**src/rtl/decode_queue_pkg.sv**
```systemverilog
// Shared decoded-uop definitions: field widths, one-hot instruction formats and the packed
// micro-op payload (308 bits at defaults) used by DecodeMux, decode_queue and dispatch.
package decode_queue_pkg;

    localparam int unsigned AddressWidth         = 64;
    localparam int unsigned InstCounterWidth     = 64;
    localparam int unsigned InstMinIdWidth       = 7;
    localparam int unsigned OpcodeSize           = 12;
    localparam int unsigned FuncUnitCodeSize     = 3;
    localparam int unsigned PidSize              = 20;
    localparam int unsigned TidSize              = 16;
    localparam int unsigned RegAccessPatternSize = 2;
    localparam int unsigned BodyWidth            = 84;
    localparam int unsigned InstFormatWidth      = 25;
    localparam int unsigned NumOperands          = 4;

    // One-hot instruction format codes.
    localparam logic [InstFormatWidth-1:0] FmtI = InstFormatWidth'(1) << 0;
    localparam logic [InstFormatWidth-1:0] FmtB = InstFormatWidth'(1) << 1;
    localparam logic [InstFormatWidth-1:0] FmtD = InstFormatWidth'(1) << 2;
    localparam logic [InstFormatWidth-1:0] FmtA = InstFormatWidth'(1) << 3;
    localparam logic [InstFormatWidth-1:0] FmtR = InstFormatWidth'(1) << 4;
    localparam logic [InstFormatWidth-1:0] FmtS = InstFormatWidth'(1) << 5;

    typedef struct packed {
        logic [InstFormatWidth-1:0]                       inst_format;
        logic [OpcodeSize-1:0]                            opcode;
        logic [AddressWidth-1:0]                          address;
        logic [FuncUnitCodeSize-1:0]                      func_unit;
        logic [InstCounterWidth-1:0]                      maj_id;
        logic [InstMinIdWidth-1:0]                        min_id;
        logic                                             is_64bit;
        logic [PidSize-1:0]                               pid;
        logic [TidSize-1:0]                               tid;
        logic [NumOperands-1:0][RegAccessPatternSize-1:0] op_rw;
        logic [NumOperands-1:0]                           op_is_reg;
        logic [BodyWidth-1:0]                             body;
    } uop_t;

    localparam int unsigned UopWidth = $bits(uop_t);

    // Field LSB offsets inside the packed payload, for consumers that slice the flat vector.
    localparam int unsigned UopBodyLsb     = 0;
    localparam int unsigned UopIsRegLsb    = UopBodyLsb + BodyWidth;
    localparam int unsigned UopRwLsb       = UopIsRegLsb + NumOperands;
    localparam int unsigned UopTidLsb      = UopRwLsb + NumOperands * RegAccessPatternSize;
    localparam int unsigned UopPidLsb      = UopTidLsb + TidSize;
    localparam int unsigned UopIs64Lsb     = UopPidLsb + PidSize;
    localparam int unsigned UopMinIdLsb    = UopIs64Lsb + 1;
    localparam int unsigned UopMajIdLsb    = UopMinIdLsb + InstMinIdWidth;
    localparam int unsigned UopFuncUnitLsb = UopMajIdLsb + InstCounterWidth;
    localparam int unsigned UopAddressLsb  = UopFuncUnitLsb + FuncUnitCodeSize;
    localparam int unsigned UopOpcodeLsb   = UopAddressLsb + AddressWidth;
    localparam int unsigned UopFormatLsb   = UopOpcodeLsb + OpcodeSize;

endpackage

```
**src/rtl/decode_queue_if.sv**
```systemverilog
// Decode-to-dispatch queue interface: enqueue side from DecodeMux, head side to dispatch.
// Optional perf counter signals exist only when DECODE_QUEUE_PERF_EN is defined.
interface decode_queue_if #(
    parameter int unsigned Depth = 8
);
    import decode_queue_pkg::*;

    localparam int unsigned CountW = $clog2(Depth) + 1;

    logic              flush;
    logic              enable;
    logic              stall;
    uop_t              enq_uop;
    logic              valid;
    logic              ready;
    uop_t              head_uop;
    logic [CountW-1:0] count;
    logic              overflow;
`ifdef DECODE_QUEUE_PERF_EN
    logic [31:0]       enq_count;
    logic [31:0]       stall_cycles;

    modport slave (
        input  flush, enable, enq_uop, ready,
        output stall, valid, head_uop, count, overflow, enq_count, stall_cycles
    );
    modport master (
        output flush, enable, enq_uop, ready,
        input  stall, valid, head_uop, count, overflow, enq_count, stall_cycles
    );
`else
    modport slave (
        input  flush, enable, enq_uop, ready,
        output stall, valid, head_uop, count, overflow
    );
    modport master (
        output flush, enable, enq_uop, ready,
        input  stall, valid, head_uop, count, overflow
    );
`endif

endinterface

```
**src/rtl/decode_queue_storage.sv**
```systemverilog
// Payload register array for the decode queue: one synchronous write port, one asynchronous
// read port. The array is intentionally not reset; validity is tracked by the pointers.
module decode_queue_storage
    import decode_queue_pkg::*;
#(
    parameter int unsigned Depth = 8,
    localparam int unsigned IdxW = $clog2(Depth)
) (
    input  logic            clock_i,
    input  logic            wr_en,
    input  logic [IdxW-1:0] wr_idx,
    input  uop_t            wr_data,
    input  logic [IdxW-1:0] rd_idx,
    output uop_t            rd_data
);

    uop_t mem_q [Depth];

    // Write the accepted micro-op into its slot.
    always_ff @(posedge clock_i) begin
        if (wr_en) begin
            mem_q[wr_idx] <= wr_data;
        end
    end

    assign rd_data = mem_q[rd_idx];

endmodule

```
**src/rtl/decode_queue.sv**
```systemverilog
// Decoded-instruction queue between DecodeMux and dispatch. Stalls decode early enough to absorb
// the in-flight decode stages and presents the oldest micro-op with valid/ready.
// Optional: DECODE_QUEUE_PERF_EN adds saturating enqueue and stall-cycle counters.
module decode_queue
    import decode_queue_pkg::*;
#(
    parameter int unsigned Depth         = 8,
    parameter int unsigned InFlightSlack = 3
) (
    input logic          clock_i,
    input logic          reset_i,
    decode_queue_if.slave dq
);

    localparam int unsigned IdxW = $clog2(Depth);
    localparam int unsigned PtrW = IdxW + 1;
    localparam logic [PtrW-1:0] StallLevel = PtrW'(Depth - InFlightSlack);

    logic [PtrW-1:0] wr_ptr_q, wr_ptr_d;
    logic [PtrW-1:0] rd_ptr_q, rd_ptr_d;
    logic [PtrW-1:0] count, count_next;
    logic            stall_q, overflow_q, overflow_d;
    logic            full, valid, enq, deq;
    uop_t            head;

    // Pointers carry a wrap bit, so occupancy is their plain difference.
    assign count = wr_ptr_q - rd_ptr_q;
    assign full  = (wr_ptr_q[IdxW-1:0] == rd_ptr_q[IdxW-1:0]) &&
                   (wr_ptr_q[IdxW] != rd_ptr_q[IdxW]);
    assign valid = (count != '0);
    assign deq   = valid & dq.ready & ~dq.flush;
    // A full queue still accepts when the head leaves in the same cycle.
    assign enq   = dq.enable & (~full | deq) & ~dq.flush;

    // Next pointers; flush empties the queue and wins over any enqueue/dequeue.
    always_comb begin
        wr_ptr_d   = wr_ptr_q;
        rd_ptr_d   = rd_ptr_q;
        overflow_d = overflow_q;
        if (dq.flush) begin
            wr_ptr_d = '0;
            rd_ptr_d = '0;
        end else begin
            if (enq) begin
                wr_ptr_d = wr_ptr_q + PtrW'(1);
            end
            if (deq) begin
                rd_ptr_d = rd_ptr_q + PtrW'(1);
            end
            // Decode ignored the stall: the micro-op is lost.
            if (dq.enable && !enq) begin
                overflow_d = 1'b1;
            end
        end
        count_next = wr_ptr_d - rd_ptr_d;
    end

    // Pointer, stall and sticky overflow state.
    always_ff @(posedge clock_i or negedge reset_i) begin
        if (!reset_i) begin
            wr_ptr_q   <= '0;
            rd_ptr_q   <= '0;
            stall_q    <= 1'b0;
            overflow_q <= 1'b0;
        end else begin
            wr_ptr_q   <= wr_ptr_d;
            rd_ptr_q   <= rd_ptr_d;
            stall_q    <= (count_next >= StallLevel);
            overflow_q <= overflow_d;
        end
    end

    decode_queue_storage #(
        .Depth (Depth)
    ) u_storage (
        .clock_i (clock_i),
        .wr_en   (enq),
        .wr_idx  (wr_ptr_q[IdxW-1:0]),
        .wr_data (dq.enq_uop),
        .rd_idx  (rd_ptr_q[IdxW-1:0]),
        .rd_data (head)
    );

    // Empty queue exposes an all-zero payload rather than stale slot contents.
    assign dq.head_uop = valid ? head : '0;
    assign dq.valid    = valid;
    assign dq.count    = count;
    assign dq.stall    = stall_q;
    assign dq.overflow = overflow_q;

`ifdef DECODE_QUEUE_PERF_EN
    logic [31:0] enq_count_q, stall_cycles_q;

    // Saturating performance counters, cleared only by reset.
    always_ff @(posedge clock_i or negedge reset_i) begin
        if (!reset_i) begin
            enq_count_q    <= '0;
            stall_cycles_q <= '0;
        end else begin
            if (enq && (enq_count_q != '1)) begin
                enq_count_q <= enq_count_q + 32'd1;
            end
            if (stall_q && (stall_cycles_q != '1)) begin
                stall_cycles_q <= stall_cycles_q + 32'd1;
            end
        end
    end

    assign dq.enq_count    = enq_count_q;
    assign dq.stall_cycles = stall_cycles_q;
`else
    // Perf counters not built.
`endif

endmodule

```
**src/flat_wrapper.sv**
```systemverilog
// flat-port wrapper written by rule: the top's interface ports become plain ports
module decode_queue_flat import decode_queue_pkg::*;
#(
    parameter int unsigned Depth         = 8,
    parameter int unsigned InFlightSlack = 3
)
  (clock_i, reset_i, dq_flush, dq_enable, dq_enq_uop, dq_ready, dq_stall, dq_valid, dq_head_uop, dq_count, dq_overflow);
  decode_queue_if #(.Depth(Depth)) dq_i ();
  input logic clock_i;
  input logic reset_i;
  input wire logic [$bits(dq_i.flush)-1:0] dq_flush;
  input wire logic [$bits(dq_i.enable)-1:0] dq_enable;
  input wire logic [$bits(dq_i.enq_uop)-1:0] dq_enq_uop;
  input wire logic [$bits(dq_i.ready)-1:0] dq_ready;
  output wire logic [$bits(dq_i.stall)-1:0] dq_stall;
  output wire logic [$bits(dq_i.valid)-1:0] dq_valid;
  output wire logic [$bits(dq_i.head_uop)-1:0] dq_head_uop;
  output wire logic [$bits(dq_i.count)-1:0] dq_count;
  output wire logic [$bits(dq_i.overflow)-1:0] dq_overflow;
  assign dq_i.flush = dq_flush;
  assign dq_i.enable = dq_enable;
  assign dq_i.enq_uop = dq_enq_uop;
  assign dq_i.ready = dq_ready;
  assign dq_stall = dq_i.stall;
  assign dq_valid = dq_i.valid;
  assign dq_head_uop = dq_i.head_uop;
  assign dq_count = dq_i.count;
  assign dq_overflow = dq_i.overflow;
  decode_queue #(.Depth(Depth), .InFlightSlack(InFlightSlack)) u_core (.clock_i(clock_i), .reset_i(reset_i), .dq(dq_i));
endmodule
```
**config.mk**
```make
export PLATFORM = sky130hd
export DESIGN_NAME = decode_queue_flat
export DESIGN_NICKNAME = d
export VERILOG_FILES = /design/src/rtl/decode_queue_pkg.sv /design/src/rtl/decode_queue_if.sv /design/src/rtl/decode_queue_storage.sv /design/src/rtl/decode_queue.sv /design/src/flat_wrapper.sv
export SDC_FILE = /design/constraint.sdc
export NUM_CORES = 2
export LEC_CHECK = 0
export CORE_MARGIN = 3
export CORE_UTILIZATION = 53
export DETAILED_ROUTE_END_ITERATION = 7
export PLACE_DENSITY = 0.76
export SYNTH_ARGS = -nofsm -noshare
export SYNTH_HDL_FRONTEND = slang
export SYNTH_SLANG_ARGS = --single-unit
```
**constraint.sdc**
```tcl
create_clock -name clock_i -period 29.9 [get_ports clock_i]
set_input_delay 7.475 -clock clock_i [delete_from_list [all_inputs] [get_ports clock_i]]
set_output_delay 7.475 -clock clock_i [all_outputs]
set_load 0.005 [all_outputs]
```
==> metrics.yaml <==
cts_resized: 0
syn_to_final_growth_pct: 17.50
max_freq_mhz: 69.68
run_status: "finished, final reports clean"
grt_pass1_vias: 47220
p_int_mw: 6.772
synth_flop_cell: "edfxtp_1"
nNetsFinal: 5372
placementRows: 153
ys_seq_area_frac: 0.7924
p_sw_frac: 0.2709
viasPerCell: 6.108
endpoint: "dq_head_uop[254]"
p_switching_mw: 2.516
yosys_warnings: 0
rsz0062_at_grt: "false"
fin_skew_ns: 0.06750
core_um2: 174800
arrival_ns: 6.88
clkSinkCount: 2474
drt_iter0_drc: 4846
setup_viol: 0
avgSynthCellArea_um2: 21.53
antenna_found_initial: 61
cts_tree: "built"
clk_latency_ns: 0.88
cp-startpoint: "u_core.rd_ptr_q[2]"
cts_inserted_buffers: 234
wl_um: 224300
port_buffers: 627
placedCellCount: 7138
r2r_start: "u_core.rd_ptr_q[2]"
setup.worst_path.start_class: "flip-flop"
p_clk_frac: 0.305
fin_setup_tns_ns: 0
die-area_um2: 181900
drive_gt1_frac: 0.1986
wl_per_cell_um: 29.43
path_clk_slew_ns: 0.07
critPathKind: "reg2out"
ys_async_sr_fraction: 0.004042
place_area_um2: 102600
total_power_mw: 9.288
fin_area_um2: 110100
r2r-end: "u_core.u_storage.mem_q[5][239]"
cts.root.buffer_cell: "clkbuf_16"
max_slew.worst_pin.slew_ns: 1.159
synthCells: 4351
clockBufferDepth: 3
io_pins: 628
worst-r2r-cell-count: 12
ctsHoldBuffers: 0
leakagePower_nw: 34.23
gr-total-overflow: 0
gp_congestion: 0.8782
drv_cap: 0
grt_max_degree: 152
num-fill-cells: 11300
syn_area_um2: 93690
crit_required_ns: 22.43
synth_edf_count: 2464
grt_pass1_wl_um: 325400
finalHoldViolations: 0
stdcell_count: 7621
grt_usage: 0.2459
hold-path-cell-count: 1
dp_hpwl_um: 126400
ir_worst_vdd_uv: 73.95
fin_crit_ns: 14.35
ctsHtreeMaxLevel: 4
die_h_um: 426.5
slew_viol_final: 0
dr.pass1.iters: 5
worstPathMaxFanout: 105
start_util: 0.5361
end_kind: "output port"
power_density_nw_per_um2: 84.37
p_seq_frac: 0.420
min_path_type: "reg2reg"
cts_setup_buffers: 0
drc: 0
slew_headroom: 0.2271
ys_ff_latch: 2474
via_count: 46550
p_comb_frac: 0.275
die_w_um: 426.5
antenna_left: 0
synth_cell_types: 43
layout_worst_path_cycle_share: 0.4800
synth_nets: 4674
reg2reg_slack_ns: 22.79
[routing by layer]
layer  up-vias  global-route usage  wire (µm)
met2      2296              0.3910     112300
li1      19270                   -          -
met5         -                   0        158
met4        22              0.1576      14950
met1     24410              0.3120      80070
met3       561             0.05026      16880
[power groups by stage]
stage | registers (mW) | clock network (mW) | logic [mW]
2_1_floorplan | 4.01 | 0 | 1.35
3_3_place_gp | 3.97 | 0 | 2.55
3_5_place_dp | 3.98 | 0 | 2.57
4_1_cts | 3.91 | 2.88 | 2.59
5_1_grt | 3.91 | 3.02 | 2.73
6_report | 3.90 | 2.83 | 2.55
[worst max-delay path: stages (launching register included)]
cell             delay (ns)
dfrtp_4                0.68
inv_8                  0.68
ha_1                   0.44
and3b_1                0.23
nor3_1                 0.40
o21a_4                 0.61
buf_4                  0.79
buf_4                  0.69
buf_4                  0.56
a21oi_1                0.12
clkdlybuf4s50_1        0.51
[sequential cells by signal, indices dropped and copies added (netlist names)]
register                count
u_core.wr_ptr_q             4
u_core.rd_ptr_q             4
u_core.dq.stall             1
u_core.dq.overflow          1
u_core.u_storage.mem_q   2464
[cells in the final DEF (no fill, tap or decap), types with 44 or more instances in the layout]
master and count:
diode_2 54, edfxtp_1 2464, clkdlybuf4s50_1 627, buf_4 68, clkinv_1 44, nand2_1 620
clkbuf_16 236, mux4_2 616, a21oi_1 311, clkbuf_1 56, clkinv_2 50
[cells in the mapped netlist, drive strengths merged (8+ instances only)]
cell type / instances / area share
a21oi: 311 / 0.017
edfxtp: 2464 / 0.79
nor2: 9 / 0.00036
inv: 12 / 0.00048
mux4: 616 / 0.15
ha: 8 / 0.0011
buf: 124 / 0.0063
clkbuf: 119 / 0.0048
nand2: 620 / 0.025
dfrtp: 10 / 0.0027
[per-stage QoR]
stage / util / setup WS, ns / hold WS [ns]
floorplan: - / -8.621 / 0.4678
global placement: 0.5871 / 16.66 / 0.4668
detailed placement: 0.5871 / 16.53 / 0.4687
CTS: 0.6291 / 15.48 / 0.4911
global route: 0.6297 / 15.27 / 0.5211
finish: 0.6299 / 15.55 / 0.4924
[how the worst min path moves through the flow]
stage | from | to
final | u_core.dq.overflow | u_core.dq.overflow
after global routing | u_core.dq.overflow | u_core.dq.overflow
after CTS | u_core.dq.overflow | u_core.dq.overflow
after detailed placement | u_core.dq.overflow | u_core.dq.overflow
after global placement | u_core.dq.overflow | u_core.dq.overflow
after floorplan | u_core.dq.overflow | u_core.dq.overflow
[logic make-up after synthesis]
| kind of cell | count (synthesis) | synth area share |
|---|---|---|
| flip-flops | 2474 | 0.7924 |
| buffers and inverters | 255 | 0.01158 |
| XOR/XNOR | 7 | 0.0006544 |
| AND/OR/NAND/NOR | 658 | 0.02716 |
| adder cells (fa/ha/maj) | 10 | 0.001496 |
| AO/OA/AOI/OAI | 327 | 0.01823 |
| multiplexers | 620 | 0.1485 |
[cell type report]
type | instances | area, µm² | area share
repair buffers | 705 | 6987 | 0.06346
diodes | 54 | 135.1 | 0.001227
well taps | 2325 | 2909 | 0.02642
multi-input cells | 1622 | 18420 | 0.1673
clock inverters | 137 | 1225 | 0.01113
clock buffers | 292 | 6116 | 0.05555
inverters | 12 | 52.55 | 0.0004773
flip-flops and latches | 2474 | 74250 | 0.6745
No activity file was read; power rests on OpenSTA's default activity.
